$ cat src/rtl/svc_rv_fetch_q.sv
// Instruction-fetch front end: owns the fetch PC and drives a 1-cycle instruction memory.
// Returned words go into a 2-entry queue whose head is presented to ID.
module svc_rv_fetch_q #(
  parameter int              XLEN     = 32,
  parameter logic [XLEN-1:0] RESET_PC = '0
) (
  input  logic            clk,
  input  logic            rst,
  output logic            imem_ren,
  output logic [XLEN-1:0] imem_raddr,
  input  logic [31:0]     imem_rdata,
  input  logic            btb_hit,
  input  logic            btb_taken,
  input  logic [XLEN-1:0] btb_target,
  input  logic            ras_valid,
  input  logic [XLEN-1:0] ras_target,
  input  logic            if_id_stall,
  input  logic [1:0]      pc_sel_id,
  input  logic [XLEN-1:0] pred_target,
  input  logic            redirect_ex,
  input  logic [XLEN-1:0] redirect_target_ex,
  output logic [31:0]     instr_id,
  output logic [XLEN-1:0] pc_id,
  output logic [XLEN-1:0] pc_plus4_id,
  output logic            valid_id,
  output logic            btb_hit_id,
  output logic            btb_pred_taken_id,
  output logic [XLEN-1:0] btb_target_id,
  output logic            ras_valid_id,
  output logic [XLEN-1:0] ras_target_id
);

  localparam logic [31:0] I_NOP = 32'h0000_0013;

  typedef struct packed {
    logic [XLEN-1:0] pc;
    logic            btb_hit;
    logic            btb_taken;
    logic [XLEN-1:0] btb_target;
    logic            ras_valid;
    logic [XLEN-1:0] ras_target;
  } fetch_tag_t;

  typedef struct packed {
    logic [31:0] instr;
    fetch_tag_t  tag;
  } fq_entry_t;

  logic [XLEN-1:0] pc_if_q, pc_if_d;
  logic [1:0]      count_q, count_d;
  logic            inflight_q, inflight_d;
  fetch_tag_t      tag_q, tag_d;
  fq_entry_t       q_q [2];
  fq_entry_t       q_d [2];

  logic            pop, id_redir, flush, push, issue, push_idx;
  logic [1:0]      occ_after;
  logic [XLEN-1:0] pc_seq;

  assign valid_id = (count_q != 2'd0);

  always_comb begin
    pop       = valid_id && !if_id_stall;
    id_redir  = pop && (pc_sel_id != 2'b00);
    flush     = redirect_ex || id_redir;
    // A redirect drops whatever response is arriving this cycle; no fetch is
    // issued in that cycle because pc_if still holds the wrong-path address.
    push      = inflight_q && !flush;
    occ_after = count_q + {1'b0, inflight_q} - {1'b0, pop};
    issue     = !rst && !flush && (occ_after < 2'd2);
    pc_seq    = (btb_hit && btb_taken) ? btb_target : pc_if_q + XLEN'(4);
  end

  always_comb begin
    pc_if_d = pc_if_q;
    if (redirect_ex)   pc_if_d = redirect_target_ex;
    else if (id_redir) pc_if_d = pred_target;
    else if (issue)    pc_if_d = pc_seq;
  end

  always_comb begin
    inflight_d = issue;
    tag_d      = tag_q;
    if (issue) begin
      tag_d.pc         = pc_if_q;
      tag_d.btb_hit    = btb_hit;
      tag_d.btb_taken  = btb_taken;
      tag_d.btb_target = btb_target;
      tag_d.ras_valid  = ras_valid;
      tag_d.ras_target = ras_target;
    end
  end

  always_comb begin
    q_d[0]   = q_q[0];
    q_d[1]   = q_q[1];
    count_d  = count_q;
    push_idx = pop ? (count_q == 2'd2) : (count_q != 2'd0);
    if (flush) begin
      count_d = 2'd0;
    end else begin
      if (pop) q_d[0] = q_q[1];
      if (push) q_d[push_idx] = '{instr: imem_rdata, tag: tag_q};
      count_d = count_q - {1'b0, pop} + {1'b0, push};
    end
  end

  always_ff @(posedge clk) begin
    if (rst) begin
      pc_if_q    <= RESET_PC;
      count_q    <= 2'd0;
      inflight_q <= 1'b0;
      tag_q      <= '0;
    end else begin
      pc_if_q    <= pc_if_d;
      count_q    <= count_d;
      inflight_q <= inflight_d;
      tag_q      <= tag_d;
    end
  end

  for (genvar gi = 0; gi < 2; gi++) begin : g_entry
    always_ff @(posedge clk) begin
      if (rst) q_q[gi] <= '0;
      else     q_q[gi] <= q_d[gi];
    end
  end

  assign imem_ren   = issue;
  assign imem_raddr = pc_if_q;

  assign instr_id          = valid_id ? q_q[0].instr : I_NOP;
  assign pc_id             = valid_id ? q_q[0].tag.pc : '0;
  assign pc_plus4_id       = valid_id ? q_q[0].tag.pc + XLEN'(4) : '0;
  assign btb_hit_id        = valid_id && q_q[0].tag.btb_hit;
  assign btb_pred_taken_id = valid_id && q_q[0].tag.btb_taken;
  assign btb_target_id     = valid_id ? q_q[0].tag.btb_target : '0;
  assign ras_valid_id      = valid_id && q_q[0].tag.ras_valid;
  assign ras_target_id     = valid_id ? q_q[0].tag.ras_target : '0;

endmodule

$ cat config.mk
export PLATFORM = sky130hd
export DESIGN_NAME = svc_rv_fetch_q
export DESIGN_NICKNAME = d
export VERILOG_FILES = /design/src/rtl/svc_rv_fetch_q.sv
export SDC_FILE = /design/constraint.sdc
export NUM_CORES = 1
export LEC_CHECK = 0
export CORE_UTILIZATION = 50
export DETAILED_ROUTE_END_ITERATION = 8
export DONT_BUFFER_PORTS = 1
export GPL_TIMING_DRIVEN = 0
export PLACE_DENSITY_LB_ADDON = 0.25
export SLEW_MARGIN = 30
export SYNTH_ARGS = -nofsm -noshare
export SYNTH_HDL_FRONTEND = slang
export SYNTH_SLANG_ARGS = --single-unit
$ cat constraint.sdc
create_clock -name clk -period 2.24 [get_ports clk]
set_clock_uncertainty 0.1 [all_clocks]
set_input_delay 0.336 -clock clk [delete_from_list [all_inputs] [get_ports clk]]
set_output_delay 0.336 -clock clk [all_outputs]
set_load 0.03 [all_outputs]
# After elaboration in Yosys (flattened, before gate mapping)
# Memories as Yosys holds them, arrays and structs flattened.
# Index checks and enable logic that the tools add are counted.
# op_classes
addsub	6
n_lt_le_gt_ge	3
eq_ne	1
muxes	22
n_bitwise	3
reduce_logical	18
# op_table
operator	n
$mux W131	5
$mux W262	2
$mux W32	9
$bwmux W262	1
$demux W131 S1	1
$add A32 B3 Y32 const B	2
$logic_and A1 B1 Y1	10
$add A2 B1 Y2	2
$mux W1	4
$reduce_bool A2 Y1	2
$sub A2 B1 Y2	2
$logic_not A1 Y1	3
$reduce_bool A3 Y1	1
$eq A2 B2 Y1 const B	1
$ge A2 B2 Y1 const B	1
$lt A2 B1 Y1 const B	1
$lt A2 B2 Y1 const B	1
$not A1 Y2	1
$or A1 B1 Y1	2
$reduce_or A2 Y1	1
$logic_or A1 B1 Y1	1
# word_totals
regBits	134
ramBits	262
inputBits	169
output_inout_bits	197
n_memories	1
# memory_table
memory	depth	width	read_ports	rd_ports_with_merged_regs	wr	line_no	source
q_q	2	131	2	0	2	53	fq_entry_t q_q [2];

# Longest topological paths before layout
# Gate-level depths: netlist of run 1.
# logic_depth
word_depth	12
ltp_mapped	10

# Worst setup path after synthesis of run 1
# OpenSTA, ideal clock, no wires.
# synth_path
path_kind	register to register
start	register pc_if_q[2], in the netlist imem_raddr[2]
end	register pc_if_q[30], in the netlist imem_raddr[30]
arrival_ps	2543
slack_ps	-473
stages_incl_launch_ff	8
period_less_slack_ps	2713
path_cell_list	dfxtp_1 ha_1 nand3_2 or4_4 buf_6 or4_4 o41ai_2 o2bb2ai_1
# synth_via
elab_chain_len	5
# synth_lines
item	line_no	source
start, declared	49	logic [XLEN-1:0] pc_if_q, pc_if_d;
start signal, assigned	115	pc_if_q <= pc_if_d;
$add A32 B3 Y32	71	pc_seq = (btb_hit && btb_taken) ? btb_target : pc_if_q + XLEN'(4);
$mux W32	71	
$mux W32	78	else if (issue) pc_if_d = pc_seq;
$mux W32	77	else if (id_redir) pc_if_d = pred_target;
$mux W32	76	if (redirect_ex) pc_if_d = redirect_target_ex;
# Every way passes these cells. The select of a mux whose other input is x is not followed.
# A chain may end at the register's enable or synchronous reset.

==> results.json, run 1 <==
{
  "layout-area-overhead-vs-synth_pct": 36.11,
  "min_path_type": "input port to flip-flop",
  "die_x_um": 188.3,
  "synthMostInstantiatedCell": "nand2_1",
  "finalHoldViolations": 3,
  "synth_area_leaders": "dfxtp_1 (46%), nand2_1 (11%), and2_1 (4.8%)",
  "finalPower_mw": 17.31,
  "firstDrtPassIters": 8,
  "rows": 67,
  "power_per_cell_area_nw_per_um2": 732.5,
  "power_switching_mw": 4.595,
  "antenna_left": 0,
  "routabilityCongestion": 0.9962,
  "cp_data_arrival_time_ns": 2.15,
  "crit_family": "simple AND/OR/NAND/NOR gates",
  "power.share.sequential_pct": 45.5,
  "setup_viol": 179,
  "synth_warnings": 0,
  "end_kind": "primary output",
  "rrSetupSlack_ns": -0.34,
  "clock-sinks": 396,
  "clk_path_buf_depth": 3,
  "internal_power_mw": 12.71,
  "netlist_instances": 2274,
  "path_cells": "nand3_2 > nor3_4 > buf_6 > nand4_1 > xor2_2 > nor2_4",
  "grt_max_degree": 15,
  "synth_ff_type": "dfxtp_1",
  "synth_area_per_cell_um2": 7.633,
  "combPwrFrac_pct": 11.6,
  "fin_nets": 2710,
  "cts_tree": "built",
  "clock.fmax_ghz": 0.3868,
  "synth_top_area_cell": "dfxtp_1",
  "wl_per_cell_um": 24.70,
  "die_area_um2": 35460,
  "slew_viol_final": 0,
  "ys_types": 70,
  "drt_iter0_markers": 2154,
  "io_buffers": 0,
  "hold_ws_ns": -0.01134,
  "cts_root_buf": "clkbuf_16",
  "rsz0062_at_grt": "yes",
  "first_global_vias": 18393,
  "yosysSeqAreaShare_pct": 45.67,
  "wl_mm": 74.64,
  "ios": 366,
  "fin_ws_ns": -0.3453,
  "synth_top_area_share_pct": 45.67,
  "syn_area_um2": 17360,
  "crit_type": "flip-flop to primary output",
  "cp-start-kind": "flip-flop",
  "h-tree-depth": 2,
  "pre_cts_ws_ns": -1.527,
  "power.share.clock_pct": 42.9,
  "min_period_ns": 2.585,
  "initial_core_util_pct": 51.25,
  "finalCritPeriodShare_pct": 115.4,
  "critPathSlowestCell": "dfxtp_4",
  "worstPathRequired_ns": 1.80,
  "drc_errors": 0,
  "worst_ir_drop_vdd_uv": 634.4,
  "routed-via-count": 19195,
  "slew_headroom_pct": 31.00,
  "worst-path-max-fanout": 6,
  "swShare_pct": 26.55,
  "clock_latency_ns": 0.55,
  "ys_ff_latch": 396,
  "grt.total_usage_pct": 39.94,
  "synth_fp_nets": 2446,
  "failed_checks": "negative hold slack, negative setup slack",
  "grt_pass1_wl_mm": 110.0,
  "drive_gt1_share_pct": 22.64,
  "antenna_found_initial": 9,
  "place_hpwl_mm": 47.53,
  "fillCellCount": 2639,
  "fp.dieH_um": 188.3,
  "synth-edff-count": 0,
  "vias_per_cell": 6.352,
  "power.leakage_nw": 8.693,
  "path_buf_inv": 1,
  "worst_slew_pin_slew_ns": 1.035,
  "numCtsBuffers": 42,
  "core_um2": 33870,
  "slowest_delay_ns": 0.41,
  "synth_common_cells": "nand2_1 (502), dfxtp_1 (396), nor2_1 (200)",
  "status": "complete, but fails checks",
  "clkTransAtPathRegs_ns": 0.06,
  "synthArstFlopShare_pct": 0,
  "overflow": 0,
  "maxCapViolCount": 0
}
-- through the flow --
stage | setup TNS [ns] | cells | cell area (um2) | util [%]
4_1_cts | -35.63 | 2991 | 23010 | 67.95
5_1_grt | -32.86 | 3020 | 23620 | 69.74
3_3_place_gp | -462.68 | 2722 | 18010 | 53.17
6_report | -29.34 | 3022 | 23620 | 69.75
2_1_floorplan | -3.158 | 2274 | 17450 | -
3_5_place_dp | -498.66 | 2722 | 18020 | 53.20
-- cell usage in the layout (no fill, tap or decap), drive strengths merged, types with 4 or more instances in the layout --
master	synthesis	layout
nand2	502	502
dfxtp	396	396
nor2	201	201
clkbuf	151	196
a21oi	159	159
buf	45	153
nor3	146	146
and2	134	134
dlygate4sd3	0	127
o22ai	125	125
o21ai	121	121
nand3	37	37
xor2	27	27
a211oi	20	20
nand4	19	19
o211ai	15	15
mux2i	14	14
a31oi	11	11
xnor2	11	11
and3	11	11
inv	11	11
o31ai	11	11
a2111oi	9	9
diode	0	8
or4	8	8
o41ai	7	7
clkinv	3	7
or3	6	6
nor4	6	6
nand2b	6	6
bufinv	0	5
a311oi	5	5
o221a	4	4
-- routing by layer --
| layer | GRT usage, % | vias to the layer above | share of wire, % |
|---|---|---|---|
| li1 | - | 8379 | - |
| met5 | 0 | - | 0.016 |
| met2 | 63.98 | 1355 | 45 |
| met1 | 49.37 | 9163 | 37 |
| met4 | 20.32 | 2 | 5.7 |
| met3 | 10.69 | 296 | 12 |
-- final timing paths --
path	start	to	depth (start not counted)
max reg2reg	imem_raddr[7]$_SDFFE_PP0P_	imem_raddr[30]$_SDFFE_PP0P_	7
min	pred_target[26]	imem_raddr[26]$_SDFFE_PP0P_	2
min reg2reg	flip-flop	flip-flop	2
max	q_q[0][69]$_SDFFE_PP0N_	pc_plus4_id[25]	6
-- repair_timing --
item                                   in CTS  in global routing
gates cloned                               13                  3
pin swaps                                  72                 57
gates resized for setup                   612                147
setup endpoints to repair                 555                506
hold buffers                              127                  0
setup buffers                              64                 33
endpoints found under the hold margin     155                  0
-- worst reg2reg max path: cells and delay by family (launching register included) --
family,cells,cell delay [ns]
buffers and inverters,2,0.32
AOI/OAI and AO/OA,2,0.35
DFF,1,0.50
and+or+nand+nor,3,1.23
-- logic make-up after synthesis --
kind of cell,after synthesis,synth area share (%)
AO/OA/AOI/OAI,526,18.34
XOR/XNOR,38,1.918
adder cells (fa/ha/maj),3,0.2163
buffers and inverters,210,4.895
flip-flops,396,45.67
multiplexers,15,0.8722
AND/OR/NAND/NOR,1086,28.09
-- power by group through the flow --
stage	clock network, mW	logic (mW)	registers [mW]
after floorplan	0	0.950	7.83
after global placement	0	1.28	7.98
after detailed placement	0	1.32	7.99
after CTS	7.41	1.84	7.84
after global routing	7.71	2.12	7.89
final	7.43	2.01	7.87
-- final cells by class --
class | count | area [um2] | area share [%]
Antenna cell | 8 | 20.02 | 0.08474
Inverter | 14 | 68.82 | 0.2913
Clock buffer | 61 | 1275 | 5.397
Tap cell | 448 | 560.5 | 2.373
Multi-Input combinational cell | 1668 | 9717 | 41.13
Timing Repair Buffer | 230 | 2414 | 10.22
Buffer | 186 | 1303 | 5.513
Clock inverter | 11 | 186.4 | 0.7892
Sequential cell | 396 | 8080 | 34.20
Note: power is estimated with default switching activity, not from simulation.
==> run 2, diff against run 1 <==
GPL_TIMING_DRIVEN = not set   (was 0)
==> run 2 against run 1 <==
The flow still finishes with violations (negative hold slack, negative setup slack); sequential share of layout area up 0.73 points; cell area down 3.0%; fmax up 0.92%; power down 5.4%; cell count down 3.0%; worst hold slack worse by 0.19 ns; register-to-register slack better by 0.30 ns; flip-flop and latch count unchanged; first-iteration DRC count down 28%; via count down 6.7%; critical path type unchanged; critical endpoint is now pc_plus4_id[18]; highest routed layer unchanged.
==> results.json, run 2 (synthesized netlist as in run 1, its figures left out) <==
{
  "wl_per_cell_um": 21.63,
  "end_kind": "primary output",
  "layout-area-overhead-vs-synth_pct": 31.99,
  "rrSetupSlack_ns": -0.04,
  "worst-path-max-fanout": 6,
  "place_hpwl_mm": 37.66,
  "core_um2": 33870,
  "cp-start-kind": "flip-flop",
  "placed_cells": 2707,
  "routabilityCongestion": 0.9861,
  "drive_gt1_share_pct": 19.45,
  "die_area_um2": 35460,
  "firstDrtPassIters": 6,
  "pre_cts_ws_ns": -0.05108,
  "grt.met2_usage_pct": 53.58,
  "antenna_found_initial": 5,
  "min_period_ns": 2.562,
  "critPathMostFrequentCell": "buf_6",
  "layout_common_cells": "nand2_1 (496), dfxtp_1 (370), nor2_1 (194)",
  "placed_cell_area_um2": 19220,
  "vias_per_cell": 6.111,
  "overflow": 0,
  "clk_path_buf_depth": 3,
  "final_util_pct": 67.64,
  "fin_area_um2": 22910,
  "worstPathRequired_ns": 1.80,
  "hold_end": "imem_raddr[0]$_SDFFE_PP0P_",
  "grtUsageMet1_pct": 43.21,
  "final_common_cell": "nand2_1",
  "setup_viol": 28,
  "clkTransAtPathRegs_ns": 0.06,
  "grt_max_degree": 299,
  "crit_type": "flip-flop to primary output",
  "h-tree-depth": 2,
  "instances_no_fill": 2930,
  "grt_busiest_layer": "met2",
  "cp_data_arrival_time_ns": 2.13,
  "worstHoldPathCells": 1,
  "status": "complete, but fails checks",
  "power_per_cell_area_nw_per_um2": 714.8,
  "multiInputGateArea_um2": 9189,
  "rsz0062_at_grt": "yes",
  "antenna_left": 0,
  "cts_hold_buf": 104,
  "hold_ws_ns": -0.2050,
  "grtUsageMet3_pct": 6.333,
  "reg2reg_from": "imem_raddr[3]$_SDFFE_PP0P_",
  "failed_checks": "negative hold slack, negative setup slack",
  "finalCritPeriodShare_pct": 114.4,
  "io_buffers": 0,
  "routed-via-count": 17904,
  "critPathSlowestCell": "dfxtp_4",
  "initial_core_util_pct": 51.25,
  "worst_ir_drop_vdd_uv": 699.8,
  "slew_viol_final": 0,
  "min_path_type": "input port to flip-flop",
  "path_cells": "nand4_1 > nor3_4 > buf_6 > buf_6 > nand3_1 > xor2_1 > nor2_1 > buf_4",
  "slew_headroom_pct": 48.96,
  "die_x_um": 188.3,
  "numCtsBuffers": 42,
  "fp.dieH_um": 188.3,
  "power.leakage_nw": 8.430,
  "crit_family": "simple AND/OR/NAND/NOR gates",
  "grt_pass1_wl_mm": 94.06,
  "first_global_vias": 16462,
  "cts_root_buf": "clkbuf_16",
  "wl_mm": 63.37,
  "slowest_delay_ns": 0.39,
  "cts_tree": "built",
  "finalHoldViolations": 35,
  "maxCapViolCount": 0,
  "clock_latency_ns": 0.54,
  "drt_iter0_markers": 1543,
  "path_buf_inv": 3,
  "fin_nets": 2625,
  "rows": 67,
  "fillCellCount": 2691,
  "r2r-end": "imem_raddr[30]$_SDFFE_PP0P_",
  "grt.total_usage_pct": 33.03,
  "drc_errors": 0,
  "regArea_um2": 8003,
  "worst_slew_pin_slew_ns": 0.7656,
  "cp-startpoint": "q_q[0][77]$_SDFFE_PP0N_",
  "r2r_cells": 7,
  "clock-sinks": 396,
  "fin_ws_ns": -0.3217,
  "hold_start": "rst",
  "ios": 366,
  "clock.fmax_ghz": 0.3904
}
[run 2: worst reg2reg max path, delay by kind of cell (launching register included)]
kind | cells | cell delay [ns]
flops | 1 | 0.36
buf+inv | 1 | 0.16
compound gates | 2 | 0.36
simple gates | 3 | 1.08
fa+ha+maj | 1 | 0.15
[run 2: layer usage]
| metal | vias up | routed length [um] |
|---|---|---|
| li1 | 8216 | - |
| met4 | 2 | 2676 |
| met1 | 8449 | 25310 |
| met5 | - | 13 |
| met2 | 1058 | 29370 |
| met3 | 179 | 5998 |
[run 2: worst max path at each step]
stage                                             end  slack (ns)  depth (start not counted)
after global placement    imem_raddr[30]$_SDFFE_PP0P_       0.004                          7
after detailed placement  imem_raddr[30]$_SDFFE_PP0P_       -0.05                          7
after global routing                  pc_plus4_id[22]       -0.44                          7
after CTS                             pc_plus4_id[22]       -0.30                          7
final                                 pc_plus4_id[18]       -0.32                          8
after floorplan                       pc_plus4_id[22]       -0.19                          6
[run 2: where the power goes]
part	internal (mW)	switching [mW]
combinational	0.807	1.07
sequential	7.37	0.300
clock	4.06	2.76
total	12.2	4.13
[run 2: area by class of cell]
class / instances / area share, %
well taps: 448 / 2.447
clock inverters: 8 / 0.5789
multi-input cells: 1670 / 40.11
flip-flops and latches: 396 / 34.93
clock buffers: 61 / 5.254
inverters: 14 / 0.3332
diodes: 4 / 0.04369
repair inverters: 1 / 0.02731
repair buffers: 328 / 16.27
[run 2: timing repair]
item | in CTS | in global routing
hold endpoints to repair | 361 | 289
pin swaps | 26 | 34
gates resized for setup | 214 | 87
cloned | 7 | 13
setup buffers | 18 | 11
endpoints found under the setup margin | 167 | 284
[run 2: per-stage QoR]
step / total power [mW] / setup TNS (ns)
CTS: 16.30 / -5.430
global placement: 9.233 / 0
floorplan: 8.778 / -3.158
global route: 16.89 / -8.925
detailed placement: 9.275 / -0.07776
finish: 16.38 / -6.077
